### config.mk
export PLATFORM = sky130hd
export DESIGN_NAME = tx_ordering_sequencer
export DESIGN_NICKNAME = d
export VERILOG_FILES = /design/src/rtl/tx_ordering_sequencer.sv
export SDC_FILE = /design/constraint.sdc
export NUM_CORES = 1
export LEC_CHECK = 0
export CORE_ASPECT_RATIO = 0.9
export CORE_MARGIN = 2
export CORE_UTILIZATION = 47
export CTS_CLUSTER_DIAMETER = 150
export CTS_CLUSTER_SIZE = 10
export DETAILED_ROUTE_END_ITERATION = 10
export HOLD_SLACK_MARGIN = 0.1
export PLACE_DENSITY = 0.82
export SKIP_LAST_GASP = 1
export SLEW_MARGIN = 20
export SYNTH_ARGS = -nofsm -noshare
export SYNTH_HDL_FRONTEND = slang
export SYNTH_SLANG_ARGS = --single-unit
### constraint.sdc
create_clock -name clk -period 10.2 [get_ports clk]
set_clock_uncertainty 0.2 [all_clocks]
set_input_delay 1.53 -clock clk [delete_from_list [all_inputs] [get_ports clk]]
set_output_delay 1.53 -clock clk [all_outputs]
set_load 0.02 [all_outputs]
### src/rtl/tx_ordering_sequencer.sv
// tx_ordering_sequencer: picks the next TLP among the P / NP / CPL queue heads.
// A candidate head is granted only after the ordering block confirms it may
// pass every other valid head, one pairwise check per clock. Priority rotates
// round-robin after each grant (RR_EN=1) or is fixed P > CPL > NP (RR_EN=0).
// The ordering query fields are registered; the ordering block answers
// combinationally in the same cycle the query is presented.
module tx_ordering_sequencer #(
   parameter int unsigned ID_W   = 16,
   parameter int unsigned TYPE_W = 4,
   parameter bit          RR_EN  = 1'b1
) (
   input  logic              clk,
   input  logic              rst,
   // posted queue head
   input  logic              i_p_valid,
   input  logic [TYPE_W-1:0] i_p_type,
   input  logic              i_p_ro,
   input  logic              i_p_ido,
   input  logic [ID_W-1:0]   i_p_id,
   // non-posted queue head
   input  logic              i_np_valid,
   input  logic [TYPE_W-1:0] i_np_type,
   input  logic              i_np_ro,
   input  logic              i_np_ido,
   input  logic [ID_W-1:0]   i_np_id,
   // completion queue head
   input  logic              i_cpl_valid,
   input  logic [TYPE_W-1:0] i_cpl_type,
   input  logic              i_cpl_ro,
   input  logic              i_cpl_ido,
   input  logic [ID_W-1:0]   i_cpl_id,
   input  logic              i_cpl_comp_typ,
   // grant handshake, one-hot {cpl,np,p}
   output logic [2:0]        o_grant,
   output logic              o_grant_valid,
   input  logic              i_grant_ack,
   // ordering query: may second pass first?
   output logic [TYPE_W-1:0] o_first_type,
   output logic              o_first_ro,
   output logic              o_first_ido,
   output logic [ID_W-1:0]   o_first_id,
   output logic [TYPE_W-1:0] o_second_type,
   output logic              o_second_ro,
   output logic              o_second_ido,
   output logic [ID_W-1:0]   o_second_id,
   output logic              o_comp_typ,
   input  logic              i_ordering_result
);

   localparam int unsigned Q_W = 2;
   localparam logic [Q_W-1:0] Q_P   = 2'd0;
   localparam logic [Q_W-1:0] Q_NP  = 2'd1;
   localparam logic [Q_W-1:0] Q_CPL = 2'd2;

   typedef enum logic [1:0] {
      S_IDLE  = 2'd0,
      S_CHECK = 2'd1,
      S_GRANT = 2'd2
   } state_t;

   // queue following q in the P -> NP -> CPL -> P ring
   function automatic logic [Q_W-1:0] next_q(input logic [Q_W-1:0] q);
      return (q == Q_CPL) ? Q_P : Q_W'(q + 2'd1);
   endfunction

   // first valid, non-excluded queue in priority order: {found, queue}
   function automatic logic [Q_W:0] pick(input logic [2:0] valid,
                                         input logic [2:0] excl,
                                         input logic [2:0][Q_W-1:0] ord);
      logic [Q_W:0] res;
      res = '0;
      for (int k = 2; k >= 0; k--) begin
         if (valid[ord[k]] && !excl[ord[k]]) res = {1'b1, ord[k]};
      end
      return res;
   endfunction

   // idx-th valid queue other than cand, in priority order
   function automatic logic [Q_W-1:0] oth_sel(input logic [2:0] valid,
                                              input logic [Q_W-1:0] cand,
                                              input logic [2:0][Q_W-1:0] ord,
                                              input logic idx);
      logic [Q_W-1:0] res;
      logic [1:0]     n;
      res = '0;
      n   = '0;
      for (int k = 0; k < 3; k++) begin
         if (valid[ord[k]] && (ord[k] != cand)) begin
            if (n == 2'(idx)) res = ord[k];
            n = n + 2'd1;
         end
      end
      return res;
   endfunction

   state_t              r_state, w_state_nxt;
   logic [Q_W-1:0]      r_rr_ptr, w_rr_nxt;
   logic [Q_W-1:0]      r_cand, w_cand_nxt;
   logic [Q_W-1:0]      r_first_cand, w_first_cand_nxt;
   logic                r_cmp_idx, w_cmp_idx_nxt;
   logic [1:0]          r_tried_cnt, w_tried_cnt_nxt;
   logic [2:0]          r_tried, w_tried_nxt;
   logic [2:0]          r_snap, w_snap_nxt;

   logic [2:0]          w_valid;
   logic [1:0]          w_valid_cnt;
   logic [2:0][Q_W-1:0] w_ord;
   logic [Q_W:0]        w_start;
   logic [Q_W:0]        w_retry;
   logic [2:0]          w_tried_upd;
   logic                w_last;
   logic [Q_W-1:0]      w_fq;

   logic [2:0]          w_grant_nxt;
   logic                w_grant_valid_nxt;
   logic [TYPE_W-1:0]   w_first_type_nxt, w_second_type_nxt;
   logic                w_first_ro_nxt, w_second_ro_nxt;
   logic                w_first_ido_nxt, w_second_ido_nxt;
   logic [ID_W-1:0]     w_first_id_nxt, w_second_id_nxt;
   logic                w_comp_typ_nxt;

   assign w_valid     = {i_cpl_valid, i_np_valid, i_p_valid};
   assign w_valid_cnt = 2'(i_p_valid) + 2'(i_np_valid) + 2'(i_cpl_valid);

   // priority order of the three queues for this decision
   always_comb begin
      if (RR_EN) begin
         w_ord[0] = r_rr_ptr;
         w_ord[1] = next_q(r_rr_ptr);
         w_ord[2] = next_q(next_q(r_rr_ptr));
      end else begin
         w_ord[0] = Q_P;
         w_ord[1] = Q_CPL;
         w_ord[2] = Q_NP;
      end
   end

   assign w_start     = pick(w_valid, 3'b000, w_ord);
   assign w_tried_upd = r_tried | (3'b001 << r_cand);
   assign w_retry     = pick(w_valid, w_tried_upd, w_ord);
   assign w_last      = ((2'(r_cmp_idx) + 2'd1) == (w_valid_cnt - 2'd1));

   // state register and decision bookkeeping
   always_ff @(posedge clk) begin
      if (rst) begin
         r_state      <= S_IDLE;
         r_rr_ptr     <= Q_P;
         r_cand       <= Q_P;
         r_first_cand <= Q_P;
         r_cmp_idx    <= 1'b0;
         r_tried_cnt  <= 2'd0;
         r_tried      <= 3'b000;
         r_snap       <= 3'b000;
      end else begin
         r_state      <= w_state_nxt;
         r_rr_ptr     <= w_rr_nxt;
         r_cand       <= w_cand_nxt;
         r_first_cand <= w_first_cand_nxt;
         r_cmp_idx    <= w_cmp_idx_nxt;
         r_tried_cnt  <= w_tried_cnt_nxt;
         r_tried      <= w_tried_nxt;
         r_snap       <= w_snap_nxt;
      end
   end

   // next-state: candidate selection, pairwise walk, blocking and fallback
   always_comb begin
      w_state_nxt      = r_state;
      w_rr_nxt         = r_rr_ptr;
      w_cand_nxt       = r_cand;
      w_first_cand_nxt = r_first_cand;
      w_cmp_idx_nxt    = r_cmp_idx;
      w_tried_cnt_nxt  = r_tried_cnt;
      w_tried_nxt      = r_tried;
      w_snap_nxt       = r_snap;
      case (r_state)
         S_IDLE: begin
            if (w_start[Q_W]) begin
               w_cand_nxt       = w_start[Q_W-1:0];
               w_first_cand_nxt = w_start[Q_W-1:0];
               w_cmp_idx_nxt    = 1'b0;
               w_tried_cnt_nxt  = 2'd1;
               w_tried_nxt      = 3'b000;
               w_snap_nxt       = w_valid;
               w_state_nxt      = (w_valid_cnt == 2'd1) ? S_GRANT : S_CHECK;
            end
         end
         S_CHECK: begin
            if (w_valid != r_snap) begin
               // head set changed under us: drop the decision
               w_state_nxt = S_IDLE;
            end else if (i_ordering_result) begin
               if (w_last) w_state_nxt   = S_GRANT;
               else        w_cmp_idx_nxt = 1'b1;
            end else begin
               w_tried_nxt = w_tried_upd;
               if ((r_tried_cnt == w_valid_cnt) || !w_retry[Q_W]) begin
                  // every candidate blocked: break the deadlock
                  w_cand_nxt  = i_p_valid ? Q_P : r_first_cand;
                  w_state_nxt = S_GRANT;
               end else begin
                  w_cand_nxt      = w_retry[Q_W-1:0];
                  w_cmp_idx_nxt   = 1'b0;
                  w_tried_cnt_nxt = r_tried_cnt + 2'd1;
               end
            end
         end
         S_GRANT: begin
            if (i_grant_ack) begin
               w_state_nxt = S_IDLE;
               if (RR_EN) w_rr_nxt = next_q(r_cand);
            end
         end
         default: w_state_nxt = S_IDLE;
      endcase
   end

   // output decode for the upcoming state
   always_comb begin
      w_grant_nxt       = 3'b000;
      w_grant_valid_nxt = 1'b0;
      w_first_type_nxt  = '0;
      w_first_ro_nxt    = 1'b0;
      w_first_ido_nxt   = 1'b0;
      w_first_id_nxt    = '0;
      w_second_type_nxt = '0;
      w_second_ro_nxt   = 1'b0;
      w_second_ido_nxt  = 1'b0;
      w_second_id_nxt   = '0;
      w_comp_typ_nxt    = 1'b0;
      w_fq              = oth_sel(w_valid, w_cand_nxt, w_ord, w_cmp_idx_nxt);
      if (w_state_nxt == S_CHECK) begin
         case (w_fq)
            Q_P: begin
               w_first_type_nxt = i_p_type;
               w_first_ro_nxt   = i_p_ro;
               w_first_ido_nxt  = i_p_ido;
               w_first_id_nxt   = i_p_id;
            end
            Q_NP: begin
               w_first_type_nxt = i_np_type;
               w_first_ro_nxt   = i_np_ro;
               w_first_ido_nxt  = i_np_ido;
               w_first_id_nxt   = i_np_id;
            end
            default: begin
               w_first_type_nxt = i_cpl_type;
               w_first_ro_nxt   = i_cpl_ro;
               w_first_ido_nxt  = i_cpl_ido;
               w_first_id_nxt   = i_cpl_id;
            end
         endcase
         case (w_cand_nxt)
            Q_P: begin
               w_second_type_nxt = i_p_type;
               w_second_ro_nxt   = i_p_ro;
               w_second_ido_nxt  = i_p_ido;
               w_second_id_nxt   = i_p_id;
            end
            Q_NP: begin
               w_second_type_nxt = i_np_type;
               w_second_ro_nxt   = i_np_ro;
               w_second_ido_nxt  = i_np_ido;
               w_second_id_nxt   = i_np_id;
            end
            default: begin
               w_second_type_nxt = i_cpl_type;
               w_second_ro_nxt   = i_cpl_ro;
               w_second_ido_nxt  = i_cpl_ido;
               w_second_id_nxt   = i_cpl_id;
            end
         endcase
         if ((w_fq == Q_CPL) || (w_cand_nxt == Q_CPL)) w_comp_typ_nxt = i_cpl_comp_typ;
      end
      if (w_state_nxt == S_GRANT) begin
         w_grant_nxt       = 3'b001 << w_cand_nxt;
         w_grant_valid_nxt = 1'b1;
      end
   end

   // registered outputs
   always_ff @(posedge clk) begin
      if (rst) begin
         o_grant       <= 3'b000;
         o_grant_valid <= 1'b0;
         o_first_type  <= '0;
         o_first_ro    <= 1'b0;
         o_first_ido   <= 1'b0;
         o_first_id    <= '0;
         o_second_type <= '0;
         o_second_ro   <= 1'b0;
         o_second_ido  <= 1'b0;
         o_second_id   <= '0;
         o_comp_typ    <= 1'b0;
      end else begin
         o_grant       <= w_grant_nxt;
         o_grant_valid <= w_grant_valid_nxt;
         o_first_type  <= w_first_type_nxt;
         o_first_ro    <= w_first_ro_nxt;
         o_first_ido   <= w_first_ido_nxt;
         o_first_id    <= w_first_id_nxt;
         o_second_type <= w_second_type_nxt;
         o_second_ro   <= w_second_ro_nxt;
         o_second_ido  <= w_second_ido_nxt;
         o_second_id   <= w_second_id_nxt;
         o_comp_typ    <= w_comp_typ_nxt;
      end
   end

endmodule

==> reports/qor.yml <==
outcome: "finished clean"
power_density_mw_per_mm2: 172.0
grt_pass1_wl_mm: 16.31
ir_drop_mv: 0.09690
syn_area_per_cell_sq_um: 9.188
fmax_ghz: 0.1468
hold_violations: 0
synth-edff-count: 0
synth_fp_nets: 482
overflow: 0
io_pins: 123
htree_levels: 3
slew_viol_final: 0
async_flop_share_pct: 0
crit_path_max_fanout: 51
numCtsBuffers: 9
n_fill_cell: 589
regArea_sq_mm: 0.001321
path_common_cell: "buf_4"
drt_pass1_iterations: 5
start_util_pct: 48.83
holdCritPathClass: "reg -> reg"
detailedPlace.worstSlack_ns: 3.086
place.gp.congestion: 0.9073
worst_slew_pin_slew_ns: 1.011
max_slew_margin_pct: 32.62
fin_crit_ns: 6.812
final_antenna_net_count: 0
viasPerCell: 5.718
ctsHoldBuffers: 0
critPathKind: "in -> reg"
vias: 3494
core-area_sq_mm: 0.007620
cts_setup_buffers: 0
cts_resized: 0
rsz0062_at_grt: "no"
dp_hpwl_mm: 7.282
drc: 0
tns_ns: 0
yosysUniqueCellTypes: 68
ys.flop_type: "dfxtp_1"
layout.cells.non_filler: 611
seq_area_frac_synth_pct: 35.51
row_count: 30
cp-start-kind: "primary input"
ys_warn_count: 0
cts-root-buf: "clkbuf_8"
synth_area_sq_mm: 0.003721
finalSetupViolCount: 0
leakage_uw: 0.001982
synth_cells: 405
drv_cap: 0
critical_path.top_delay_family: "compound AO/OA/AOI/OAI gates"
clkTransAtPathRegs_ns: 0.07
yosys_register_bits: 66
drtIter0Drc: 341
drt-total-wl_mm: 10.43
grt_pass1_vias: 3365
die_h_um: 88.41
io_buffers: 122
clock-sinks: 66
layout-drive-gt1-share_pct: 17.09
setup_slack_ns: 3.388
diodes: 0
worst-path-buf-inv: 3
syn_to_final_growth_pct: 37.63
critPathMaxStageDelay_ns: 0.73
cts_buffer_depth: 2
power_uw: 881.1
grtUsageTotal_pct: 23.52
min_period_over_period_pct: 66.78
dp.cells: 595
worstSkewPairLatency_ns: 0.34
worstPathRequired_ns: 10.18
wire_per_inst_um: 17.07
cpMaxStageDelayCell: "fa_1"
cts_tree: "yes"
final_nets: 587
die_w_um: 97.79
cp.arrival_ns: 6.79
endpoint_kind: "register"
die_area_sq_mm: 0.008646
multiInputGateArea_sq_mm: 0.002188
whs_ns: 0.2901
grt_start_max_net_pins: 52
antenna_found_initial: 0
path_cells: "clkdlybuf4s50_1, fa_1, xnor2_1, and2_1, a2111oi_0, a221oi_2, nand2_1, buf_4, nand3_1, a41o_1, ha_1, nor3b_1, mux2i_1, a311o_2, a41oi_2, o31ai_4, buf_4, a22oi_2, a21oi_2"
-- per-layer routing --
metal | vias to the layer above | wire length [um] | global-route usage, %
met5 | - | 0 | 0
met4 | 0 | 383 | 11.62
met3 | 29 | 734 | 5.292
met2 | 162 | 4939 | 39.31
met1 | 1643 | 4369 | 29.18
li1 | 1660 | - | -
-- worst register-to-register path: stages (launching register included) --
cell and delay, ns:
dfxtp_1 0.74, nand2_1 0.15, and3_4 0.20, o31ai_4 0.34
mux2i_1 0.33, a221oi_4 0.10, buf_4 0.33, or3_1 0.41
a41o_1 0.26, ha_1 0.30, nor3b_1 0.19, mux2i_1 0.13
a311o_2 0.40, a41oi_2 0.30, o31ai_4 0.10, buf_4 0.26
a22oi_2 0.25, a21oi_2 0.07
-- synth_stat cells (2+ instances only) --
| cell type | count | area (sq um) |
|---|---|---|
| nor2_1 | 68 | 255.2 |
| dfxtp_1 | 66 | 1321 |
| a21oi_1 | 34 | 170.2 |
| nand3_1 | 28 | 140.1 |
| mux2i_1 | 27 | 270.3 |
| a21oi_2 | 22 | 192.7 |
| a22oi_2 | 20 | 250.2 |
| nand2_1 | 18 | 67.56 |
| clkbuf_1 | 14 | 52.55 |
| buf_6 | 6 | 67.56 |
| buf_2 | 5 | 25.02 |
| inv_1 | 5 | 18.77 |
| nor3_1 | 5 | 25.02 |
| a22oi_1 | 4 | 30.03 |
| buf_4 | 4 | 30.03 |
| nand2b_1 | 4 | 25.02 |
| a211oi_1 | 3 | 22.52 |
| nor2b_1 | 3 | 18.77 |
| o31ai_4 | 3 | 63.81 |
| or3_1 | 3 | 18.77 |
| xnor2_1 | 3 | 26.28 |
| xor2_2 | 3 | 48.80 |
| a211o_1 | 2 | 17.52 |
| a32oi_1 | 2 | 17.52 |
| and2_4 | 2 | 17.52 |
| and2b_1 | 2 | 15.01 |
| and3_1 | 2 | 12.51 |
| buf_1 | 2 | 7.510 |
| ha_1 | 2 | 25.02 |
| mux2_2 | 2 | 22.52 |
| o211ai_1 | 2 | 15.01 |
| o21ai_0 | 2 | 10.01 |
| o31a_4 | 2 | 35.03 |
-- flip-flops by register name, summed over array words and instances (netlist names) --
signal         cells
o_first_id        16
o_second_id       16
o_first_type       4
o_second_type      4
o_grant            3
r_snap             3
r_tried            3
r_cand             2
r_first_cand       2
r_rr_ptr           2
r_state            2
r_tried_cnt        2
o_comp_typ         1
o_first_ido        1
o_first_ro         1
o_grant_valid      1
o_second_ido       1
o_second_ro        1
r_cmp_idx          1
-- cells in the final DEF, fill, tap and decap left out, drive strengths merged, types with 4 or more instances in the layout --
cell type	instances
clkbuf	10
nand3	29
nor2	68
mux2i	28
inv	6
xor2	4
a22oi	24
nand2	19
nand2b	4
a21oi	56
nor3	6
dfxtp	66
buf	4
clkdlybuf4s50	122
xnor2	4
-- final timing paths --
| check | from | cells after the start | slack, ns | to |
|---|---|---|---|---|
| setup reg to reg | r_rr_ptr[0] | 17 | 4.97 | o_first_id[0] |
| setup / recovery | i_p_valid | 19 | 3.39 | o_first_id[0] |
| hold reg to reg | r_first_cand[1] | 2 | 0.29 | r_first_cand[1] |
| hold / removal | r_first_cand[1] | 2 | 0.29 | r_first_cand[1] |
-- power breakdown --
group | leakage, uW | switching [uW] | internal [uW] | total [uW]
Sequential | 0.000540 | 14.5 | 286 | 301
Clock | 0.000107 | 105 | 139 | 244
Combinational | 0.00133 | 188 | 149 | 337
-- cells by family after synthesis --
kind of cell,Yosys count,synth area share (%)
AO/OA/AOI/OAI,111,26.66
XOR/XNOR,8,2.993
adder cells (fa/ha/maj),3,1.210
buffers and inverters,38,5.716
flip-flops,66,35.51
multiplexers,30,8.473
AND/OR/NAND/NOR,149,19.44
-- stage by stage --
step	util [%]	area, sq um
after floorplan	-	3721
after global placement	64.35	4903
after detailed placement	64.35	4903
after CTS	67.21	5121
after global routing	67.21	5121
final	67.21	5121
-- final cells by class --
class,instances,area share [%]
timing repair buffer,126,24.43
sequential,66,25.80
clock buffer,10,2.492
clock inverter,6,1.759
tap,96,2.345
inverter,6,0.4398
multi-input combinational,301,42.73
Power figures use the tool's default switching activity.
